$ cat src/rtl/paralelo_serial_tx_pkg.sv
// Shared definitions for the Phy serial transmit path: comma symbol,
// bit-counter geometry and FSM state encodings (kept in step with Phy_rx).
package paralelo_serial_tx_pkg;

   // Idle / alignment symbol (K28.5-style comma)
   localparam logic [7:0] COMMA_SYMBOL = 8'hBC;

   // A byte is 8 bit slots, so a 3-bit counter wraps naturally at the boundary
   localparam int                    BIT_CNT_W = 3;
   localparam logic [BIT_CNT_W-1:0] LAST_BIT  = 3'd7;

   // Two-state FSM encodings, legacy-compatible constants
   localparam logic [0:0] ST_SYNC   = 1'b0;
   localparam logic [0:0] ST_ACTIVE = 1'b1;

   // With a single sync comma the reset byte itself is the whole sync sequence
   function automatic logic [0:0] reset_state(input int sync_commas);
      return (sync_commas == 1) ? ST_ACTIVE : ST_SYNC;
   endfunction

endpackage

$ cat src/rtl/paralelo_serial_tx_ps_bit_shifter.sv
// Byte-to-bit shifter: holds the byte being serialised and its bit index,
// drives the registered serial bit MSB first and flags the last bit slot.
module ps_bit_shifter
   import paralelo_serial_tx_pkg::*;
#(
   parameter logic [7:0] COMMA = COMMA_SYMBOL
) (
   input  logic       clk_32f,
   input  logic       reset_L,
   input  logic [7:0] next_byte,
   output logic       serial_bit,
   output logic       boundary
);

   logic [BIT_CNT_W-1:0] bit_cnt;
   logic [7:0]           cur_byte;

   // Last bit of the current byte is on its way out; next_byte is taken now
   assign boundary = (bit_cnt == LAST_BIT);

   // Shift one bit per edge and reload the byte register at each byte boundary
   always_ff @(posedge clk_32f or negedge reset_L) begin
      if (!reset_L) begin
         bit_cnt    <= '0;
         cur_byte   <= COMMA;
         serial_bit <= 1'b0;
      end else begin
         // NOTE: non-blocking so every flop here samples pre-edge values of the others
         serial_bit <= cur_byte[LAST_BIT - bit_cnt];
         bit_cnt    <= bit_cnt + 1'b1;
         if (boundary) begin
            cur_byte <= next_byte;
         end
      end
   end

endmodule

$ cat src/rtl/paralelo_serial_tx.sv
// Phy transmit serialiser: sends SYNC_COMMAS alignment commas after reset,
// then accepted data bytes MSB first, filling empty byte slots with commas.
module paralelo_serial_tx
   import paralelo_serial_tx_pkg::*;
#(
   parameter int         SYNC_COMMAS = 4,
   parameter logic [7:0] COMMA       = COMMA_SYMBOL
) (
   input  logic       clk_32f,
   input  logic       reset_L,
   input  logic [7:0] data_in_PS,
   input  logic       valid_PS,
   output logic       ready_PS,
   output logic       data_out_PS,
   output logic       active_PS,
   output logic       err_comma_PS
);

   localparam logic [0:0] RESET_STATE = reset_state(SYNC_COMMAS);
   localparam logic [4:0] SYNC_TARGET = 5'(SYNC_COMMAS);

   logic [0:0] state;
   logic [0:0] state_next;
   logic [3:0] comma_cnt;
   logic [4:0] comma_cnt_inc;
   logic       boundary;
   logic       accept;
   logic [7:0] next_byte;

   // The only acceptance point is the last bit slot of a byte while active
   assign ready_PS      = (state == ST_ACTIVE) & boundary;
   assign accept        = ready_PS & valid_PS;
   assign next_byte     = accept ? data_in_PS : COMMA;
   assign comma_cnt_inc = {1'b0, comma_cnt} + 5'd1;

   ps_bit_shifter #(
      .COMMA (COMMA)
   ) u_shifter (
      .clk_32f    (clk_32f),
      .reset_L    (reset_L),
      .next_byte  (next_byte),
      .serial_bit (data_out_PS),
      .boundary   (boundary)
   );

   // Next-state logic: leave SYNC once the last sync comma has been loaded
   always_comb begin
      // NOTE: default first so every path assigns state_next and no latch is inferred
      state_next = state;
      case (state)
         ST_SYNC: begin
            if (boundary && (comma_cnt_inc == SYNC_TARGET)) begin
               state_next = ST_ACTIVE;
            end
         end
         ST_ACTIVE: state_next = ST_ACTIVE;
         default:   state_next = ST_SYNC;
      endcase
   end

   // FSM, sync comma count, active flag and comma-in-data error pulse
   always_ff @(posedge clk_32f or negedge reset_L) begin
      if (!reset_L) begin
         state        <= RESET_STATE;
         comma_cnt    <= 4'd1;
         active_PS    <= 1'b0;
         err_comma_PS <= 1'b0;
      end else begin
         state        <= state_next;
         active_PS    <= (state_next == ST_ACTIVE);
         err_comma_PS <= accept && (data_in_PS == COMMA);
         if ((state == ST_SYNC) && boundary) begin
            comma_cnt <= comma_cnt + 4'd1;
         end
      end
   end

endmodule

$ cat config.mk
export PLATFORM = sky130hd
export DESIGN_NAME = paralelo_serial_tx
export DESIGN_NICKNAME = d
export VERILOG_FILES = /design/src/rtl/paralelo_serial_tx_pkg.sv /design/src/rtl/paralelo_serial_tx_ps_bit_shifter.sv /design/src/rtl/paralelo_serial_tx.sv
export SDC_FILE = /design/constraint.sdc
export NUM_CORES = 1
export LEC_CHECK = 0
export CORE_MARGIN = 4
export CORE_UTILIZATION = 37
export CTS_BUF_LIST = sky130_fd_sc_hd__clkbuf_8
export CTS_CLUSTER_DIAMETER = 30
export DETAILED_ROUTE_END_ITERATION = 8
export PLACE_DENSITY = 0.61
export RECOVER_POWER = 50
export SYNTH_ARGS = -nofsm -noshare
export SYNTH_HDL_FRONTEND = slang
export SYNTH_HIERARCHICAL = 1
export SYNTH_SLANG_ARGS = --single-unit
$ cat constraint.sdc
create_clock -name clk_32f -period 1.8 [get_ports clk_32f]
set_input_delay 0.27 -clock clk_32f [delete_from_list [all_inputs] [get_ports clk_32f]]
set_output_delay 0.27 -clock clk_32f [all_outputs]
set_load 0.01 [all_outputs]
* Word level (Yosys, flattened, before mapping)
Cells that the tools add are included.
Word-level totals: register bits after elaboration 18, input bits 11, output and inout port bits 4, logic and storage cells 25
Operators by class: $add $sub $neg 4, order comparisons 1, equality and inequality tests 3, muxes and demuxes 5, bitwise operators 3, reductions and logical operators 3
Operators with widths (number):
- 8-bit == test, second input constant | 1
- 8-bit 2-to-1 mux | 1
- 4-bit by 1-bit adder with 5-bit output, second input constant | 1
- 5-bit by 3-bit == test with 1-bit output, second input constant | 1
- 4-bit by 1-bit adder with 4-bit output, second input constant | 1
- 3-bit by 4-bit less-than comparator with 1-bit output, second input constant | 1
- 3-bit by 1-bit adder with 3-bit output, second input constant | 1
- 1-bit binary-select mux with 3-bit select | 1
- 3-bit == test, second input constant | 1
- 1-bit logical AND | 3
- 3-bit subtractor, first input constant | 1
- 1-bit bitwise AND | 2
- 1-bit 2-to-1 mux | 2
- 1-bit one-hot mux with 2 select lines | 1
- 1-bit NOT | 1

* Logic depth before layout (Yosys ltp)
Gate-level depths: netlist (run 1).
depth in word-level cells 5, depth in mapped cells 6, mapped depth without buffers 5

* By module
Netlist (run 1), hierarchy kept.
By module, submodules not included:
- ps_bit_shifter | times used 1, cells an instance 27, area each 493.0 um^2, seq. area each 306.5 um^2
- paralelo_serial_tx | times used 1, cells an instance 37, area each 361.6 um^2, seq. area each 151.4 um^2

* Worst setup path before layout (run 1)
OpenSTA, ideal clock, no wires.
path type register to register, start reg u_shifter.bit_cnt[0], end reg u_shifter.cur_byte[0], setup time 0.125 ns, arrival 1.491 ns, required time 1.675 ns, path slack 0.184 ns, stages on the path, launching flop included 7, path buffers 1, clock period less this slack 1.616 ns, cell sequence dfrtp_1 -> ha_1 -> ha_1 -> and3_1 -> buf_2 -> and2_1 -> mux2_2
On the way: longest elaborated chain between the ends 4
RTL lines:
- start: declaration | line paralelo_serial_tx_ps_bit_shifter.sv:15 | logic [BIT_CNT_W-1:0] bit_cnt;
- start signal: assignment | line paralelo_serial_tx_ps_bit_shifter.sv:30 | bit_cnt <= bit_cnt + 1'b1;
- 3-bit == test | line paralelo_serial_tx_ps_bit_shifter.sv:19 | assign boundary = (bit_cnt == LAST_BIT);
- named net boundary | line paralelo_serial_tx.sv:26 | logic boundary;
- 1-bit bitwise AND | line paralelo_serial_tx.sv:31 | assign ready_PS = (state == ST_ACTIVE) & boundary;
- 1-bit bitwise AND | line paralelo_serial_tx.sv:32 | assign accept = ready_PS & valid_PS;
- 8-bit 2-to-1 mux | line paralelo_serial_tx.sv:33 | assign next_byte = accept ? data_in_PS : COMMA;
- named net next_byte[0] | line paralelo_serial_tx.sv:28 | logic [7:0] next_byte;
- end signal: assignment | line paralelo_serial_tx_ps_bit_shifter.sv:32 | cur_byte <= next_byte;
- end: declaration | line paralelo_serial_tx_ps_bit_shifter.sv:16 | logic [7:0] cur_byte;
The timed path passes the listed nets, and every way through them passes these cells. A chain may end at the register's enable or synchronous reset.

* Final worst setup path (run 1)
start reg u_shifter.bit_cnt[0], end out ready_PS
On the way: longest elaborated chain between the ends 2
RTL lines:
- 3-bit == test | line paralelo_serial_tx_ps_bit_shifter.sv:19
- named net boundary | line paralelo_serial_tx.sv:26
- 1-bit bitwise AND | line paralelo_serial_tx.sv:31
- end: declaration | line paralelo_serial_tx.sv:13 | output logic ready_PS,
The timed path passes the listed nets, and every way through them passes these cells.

==> results of run 1 <==
==> final cells by class <==
cell class	instances	area, µm²
multi-input combinational	43	384
clock buffer	3	41.3
inverter	1	3.75
tap	28	35.0
timing repair buffer	18	161
sequential	18	458
fill	226	1130
==> cell usage in the layout (no fill, tap or decap), drive strengths merged <==
cell type,n
a41o,1
and2,4
and3,1
buf,2
clkbuf,5
clkdlybuf4s50,12
dfrtp,12
dfstp,6
dlygate4sd2,1
dlygate4sd3,1
ha,4
inv,1
mux2,9
mux4,2
nand2,5
nand2b,6
nand3,1
nand4,1
nor2,2
nor2b,1
nor4b,1
xnor2,2
xor2,3
==> worst max path at each step <==
| stage | from | to | cells after the start |
|---|---|---|---|
| 2_1_floorplan | u_shifter/bit_cnt[0] | u_shifter/cur_byte[0] | 6 |
| 3_3_place_gp | u_shifter/bit_cnt[0] | ready_PS | 4 |
| 3_5_place_dp | u_shifter/bit_cnt[0] | ready_PS | 4 |
| 4_1_cts | u_shifter/bit_cnt[0] | ready_PS | 4 |
| 5_1_grt | u_shifter/bit_cnt[0] | ready_PS | 4 |
| 6_report | u_shifter/bit_cnt[0] | ready_PS | 4 |
==> worst max-delay path: stages, from the launching register on <==
cell	delay, ns
dfrtp_1	0.38
ha_1	0.20
ha_1	0.20
and2_1	0.13
dlygate4sd2_1	0.27
==> per-stage QoR <==
step / total power [mW] / util / worst slack, ns / hold slack, ns
2_1_floorplan: 0.445 / - / 0.184 / -0.0256
3_3_place_gp: 0.484 / 0.475 / 0.186 / 0.475
3_5_place_dp: 0.484 / 0.475 / 0.158 / 0.481
4_1_cts: 0.765 / 0.493 / 0.0710 / 0.360
5_1_grt: 0.782 / 0.490 / 0.0293 / 0.506
6_report: 0.750 / 0.490 / 0.0995 / 0.491
==> cells by family (layout without fill, tap and decap cells) <==
logic type	Yosys count	count (layout)
AOI/OAI and AO/OA	1	1
DFF	18	18
muxes	11	11
and+or+nand+nor	22	22
xor gates and xnor gates	5	5
buffers and inverters	3	22
adders and majority gates	4	4
==> power by group <==
part           leakage, nW  internal, mW  switching [mW]  total [mW]
registers            0.209         0.419         0.00459       0.424
logic                0.233        0.0339          0.0165      0.0504
clock network       0.0216         0.148           0.127       0.276
==> layer usage <==
layer	wire (µm)	track usage
met4	12	0.0610
met1	667	0.136
met2	649	0.152
met5	0	0
met3	88	0.0232
==> state kept, by name (all words and copies together), names as in the netlist <==
signal                count
u_shifter/serial_bit      1
u_shifter/bit_cnt         3
err_comma_PS              1
u_shifter/cur_byte        8
comma_cnt                 4
state                     1
==> what timing repair did <==
item                       CTS  global route
gates resized for setup      1             0
buffers inserted             0             0
setup endpoints to repair    1             0
hold buffers                 0             0
==> results.tsv, run 1 <==
metric	value	unit
most common cell in the netlist	dfrtp_1	
instance area at placement	1050	µm²
GRT overflow	0	
top post-synthesis cells by area	dfrtp_1 35%, dfstp_2 18%, mux2_2 12%, mux4_1 6.1%, ha_1 5.9%	
initial antenna violation count	0	
Post-synth EDFFs	0	
Power Density	692	nW/µm²
Sink Count	18	
number of global-route vias before repair	568	
Yosys reg bits	18	
Synth Instances	64	
peak fanout along the critical path	3	
vias	533	
Tcrit/Tclk final	0.945	
Area Growth Syn to Fin	26.8	%
clock latency on the worst-skew pair	0.25	ns
Synth Area in XOR/XNOR	0.0512	
mean post-synth cell area	13.4	µm²
# setup viols final	0	
outcome	finished, final reports clean	
htree depth	1	
GRT Total Usage	0.103	
post-route cell area	1080	µm²
Port Buf Inserts	14	
Seq/Total Area, Yosys	0.536	
die height	56.1	µm
r2r endpoint	u_shifter/cur_byte[1]	
Setup TNS Final	0	ns
area leader, netlist	dfrtp_1	
worst min path class	reg2reg	
r2r worst-path depth	5	
Detailed Routing Iterations Pass 1	3	
DRC Markers	0	
final std cells w/o fill	111	
synth cell count leaders	12 x dfrtp_1, 9 x mux2_2, 6 x dfstp_2, 6 x nand2b_1, 5 x nand2_1	
Die X	56.1	µm
max cap viols	0	
Ant. Diodes	0	
WS Path Type	reg2out	
clk buf depth	2	
final hold violation count	0	
skew final	0.00243	ns
r2r setup slk	0.25	ns
hold worst-path end	comma_cnt[3]	
Initial Utilization	0.386	
CTS tree	yes	
peak supply drop	469	µV
Core ar.	2210	µm²
Worst EP arrival	1.43	ns
commonest register cell after synthesis	dfrtp_1	
Placed Instances	108	
Hold Crit Depth	1	
post-DR wirelength/cell	12.8	µm
layout cells sized above 1	0.253	
vias per cell	4.80	
RePlAce Congestion	0.737	
first-pass GRT wire length	2480	µm
WP data required	1.53	ns
mapped cell area	855	µm²
Async SR Flop Fraction	1.00	
initial DRC count	8	
Worst Max-Slew Pin Slew	0.982	ns
largest net degree at the start of global routing	19	
post-synth top area share	0.351	
HPWL after DPL	1110	µm
Crit. End Element	primary output	
post-synthesis mux area share	0.180	
syn_nets	79	
main combinational cell family by area after synthesis	multiplexers	
Fmax	588	MHz
leakage	0.464	nW
Clock transition at path regs	0.07	ns
Layout Nets	100	
Synth Area in Simple Gates	0.148	
Die ar.	3140	µm²
num ports	15	
Reg-to-Reg Start	u_shifter/bit_cnt[0]	
synth warn	6	
Rel. slew slack	0.346	
Post-Route WL	1420	µm
num rows	17	
fin. max-slew vios	0	
total CTS buffers	3	
CTS root buffer	clkbuf_8	
Synth cell types	20	
minimum clock period	1.70	ns
Synth Area in Compound Gates	0.0117	
adder-cell share of the synthesized area	0.0586	
startpoint types	flop	
Worst Min Path Start	comma_cnt[3]	
Final ANT Viol Nets	0	
RSZ-0062 raised after global routing	no	
Note: power is estimated with default switching activity, not from simulation.
==> inputs of run 2 (changes only) <==
--- a/config.mk
+++ b/config.mk
@@ -10,7 +10,7 @@
 export CTS_BUF_LIST = sky130_fd_sc_hd__clkbuf_8
 export CTS_CLUSTER_DIAMETER = 30
 export DETAILED_ROUTE_END_ITERATION = 8
-export PLACE_DENSITY = 0.61
+export PLACE_DENSITY = 0.64
 export RECOVER_POWER = 50
 export SYNTH_ARGS = -nofsm -noshare
 export SYNTH_HDL_FRONTEND = slang
==> results.tsv, run 2 (same netlist as run 1, synthesis figures left out) <==
metric	value	unit	change
outcome	finished, final reports clean		unchanged
r2r setup slk	0.20	ns	was 0.25 ns
clk buf depth	2		unchanged
Die ar.	3140	µm²	unchanged
Core ar.	2210	µm²	unchanged
WP data required	1.53	ns	about the same
instance area at placement	1040	µm²	was 1050 µm²
Setup TNS Final	0	ns	unchanged
vias	524		was 533
peak supply drop	325	µV	was 469 µV
post-DR wirelength/cell	13.0	µm	was 12.8 µm
largest net degree at the start of global routing	19		unchanged
WS Path Type	reg2out		unchanged
num rows	17		unchanged
GRT overflow	0		unchanged
RSZ-0062 raised after global routing	no		unchanged
most frequent cells in the layout	12 x dfrtp_1, 12 x clkdlybuf4s50_1, 9 x mux2_2		unchanged
vias per cell	4.76		was 4.80
# setup viols final	0		unchanged
post-cts gate resize count	1		unchanged
Worst Max-Slew Pin Slew	0.996	ns	was 0.982 ns
Port Buf Inserts	14		unchanged
Final ANT Viol Nets	0		unchanged
first-pass GRT wire length	2460	µm	was 2480 µm
Largest register FFs	8		unchanged
Post-Route WL	1430	µm	was 1420 µm
Detailed Routing Iterations Pass 1	3		unchanged
max incr delay on CP	0.38	ns	about the same
Storage cell area	458	µm²	unchanged
Metal-1 WL	693	µm	was 667 µm
Die X	56.1	µm	unchanged
startpoint types	flop		unchanged
register bank with the most flops	u_shifter/cur_byte		unchanged
DRC Markers	0		unchanged
total CTS buffers	3		unchanged
Clock transition at path regs	0.06	ns	was 0.07 ns
GRT Total Usage	0.0997		was 0.103
Hold Worst Slack	0.482	ns	was 0.491 ns
Sink Count	18		unchanged
htree depth	1		unchanged
Area Growth Syn to Fin	25.9	%	was 26.8%
peak fanout along the critical path	3		unchanged
hold-fix buffers at CTS	0		unchanged
WP buf/inv	1		unchanged
CTS root buffer	clkbuf_8		unchanged
biggest regs	u_shifter/cur_byte x8, comma_cnt x4, u_shifter/bit_cnt x3		unchanged
final hold violation count	0		unchanged
Ant. Diodes	0		unchanged
leakage	0.458	nW	was 0.464 nW
Rel. slew slack	0.336		was 0.346
Post-CTS Setup Inserts	0		unchanged
# fillers	214		was 226
RePlAce Congestion	0.723		was 0.737
Worst EP arrival	1.41	ns	was 1.43 ns
Crit. End Element	primary output		unchanged
Initial Utilization	0.386		unchanged
max cap viols	0		unchanged
clock latency on the worst-skew pair	0.24	ns	was 0.25 ns
HPWL after DPL	1100	µm	was 1110 µm
CTS tree	yes		unchanged
area taken by multi-input logic gates	384	µm²	unchanged
DR WL met3	88	µm	unchanged
worst min path class	reg2reg		unchanged
Layout Nets	99		was 100
most used cell, CP	ha_1		unchanged
initial DRC count	4		was 8
Tcrit/Tclk final	0.935		was 0.945
slowest stage cell on the critical path	dfrtp_1		unchanged
Highest Signal Layer	met4		unchanged
Fmax	594	MHz	was 588 MHz
Power Density	688	nW/µm²	was 692 nW/µm²
number of global-route vias before repair	528		was 568
num ports	15		unchanged
crit-path leading delay family	adder cells		unchanged
Placed Instances	107		was 108
crit path cell chain	ha_1 -> ha_1 -> and2_1 -> dlygate4sd2_1		unchanged
post-route cell area	1080	µm²	about the same
final std cells w/o fill	110		was 111
layout cells sized above 1	0.244		was 0.253
skew final	0.00229	ns	was 0.00243 ns
metal2 WL	643	µm	was 649 µm
initial antenna violation count	0		unchanged
die height	56.1	µm	unchanged
minimum clock period	1.68	ns	was 1.70 ns
fin. max-slew vios	0		unchanged
-- run 2: metrics by stage --
step,power [mW],worst slack [ns],util
final,0.740,0.117,0.486
after global routing,0.776,0.0470,0.486
after CTS,0.751,0.0996,0.490
after detailed placement,0.484,0.175,0.472
after global placement,0.483,0.189,0.472
after floorplan,0.445,0.184,-
-- run 2: worst reg2reg max path, stage by stage, from the launching register on --
cell and delay, ns:
dfrtp_1 0.38, ha_1 0.20, ha_1 0.19, and3_1 0.24, and2_1 0.21, mux2_2 0.27
-- run 2: path summary, 6_finish.rpt --
check,start,cells after the start,end
worst max-delay path,u_shifter/bit_cnt[0],4,ready_PS
worst min-delay path,comma_cnt[3],1,comma_cnt[3]
worst max register to register,u_shifter/bit_cnt[0],5,u_shifter/cur_byte[1]
worst min register to register,comma_cnt[3],1,comma_cnt[3]
max in group asynchronous,reset_L,2,u_shifter/bit_cnt[1]
min in group asynchronous,reset_L,2,comma_cnt[2]
-- run 2: layout make-up --
| type | count | area share |
|---|---|---|
| Timing Repair Buffer | 17 | 0.143 |
| Sequential cell | 18 | 0.426 |
| Clock buffer | 3 | 0.0384 |
| Inverter | 1 | 0.00349 |
| Tap cell | 28 | 0.0326 |
| Multi-Input combinational cell | 43 | 0.357 |
-- run 2: report_power, final --
part	switching [mW]	total (mW)	internal [mW]	leakage (nW)
logic	0.0168	0.0507	0.0339	0.227
registers	0.00464	0.424	0.420	0.209
clock network	0.117	0.265	0.148	0.0216
-- run 2: metal layers --
layer	vias up	global-route usage
met3	2	0.0255
met5	-	0
met1	254	0.136
li1	254	-
met2	14	0.144
met4	0	0.0508
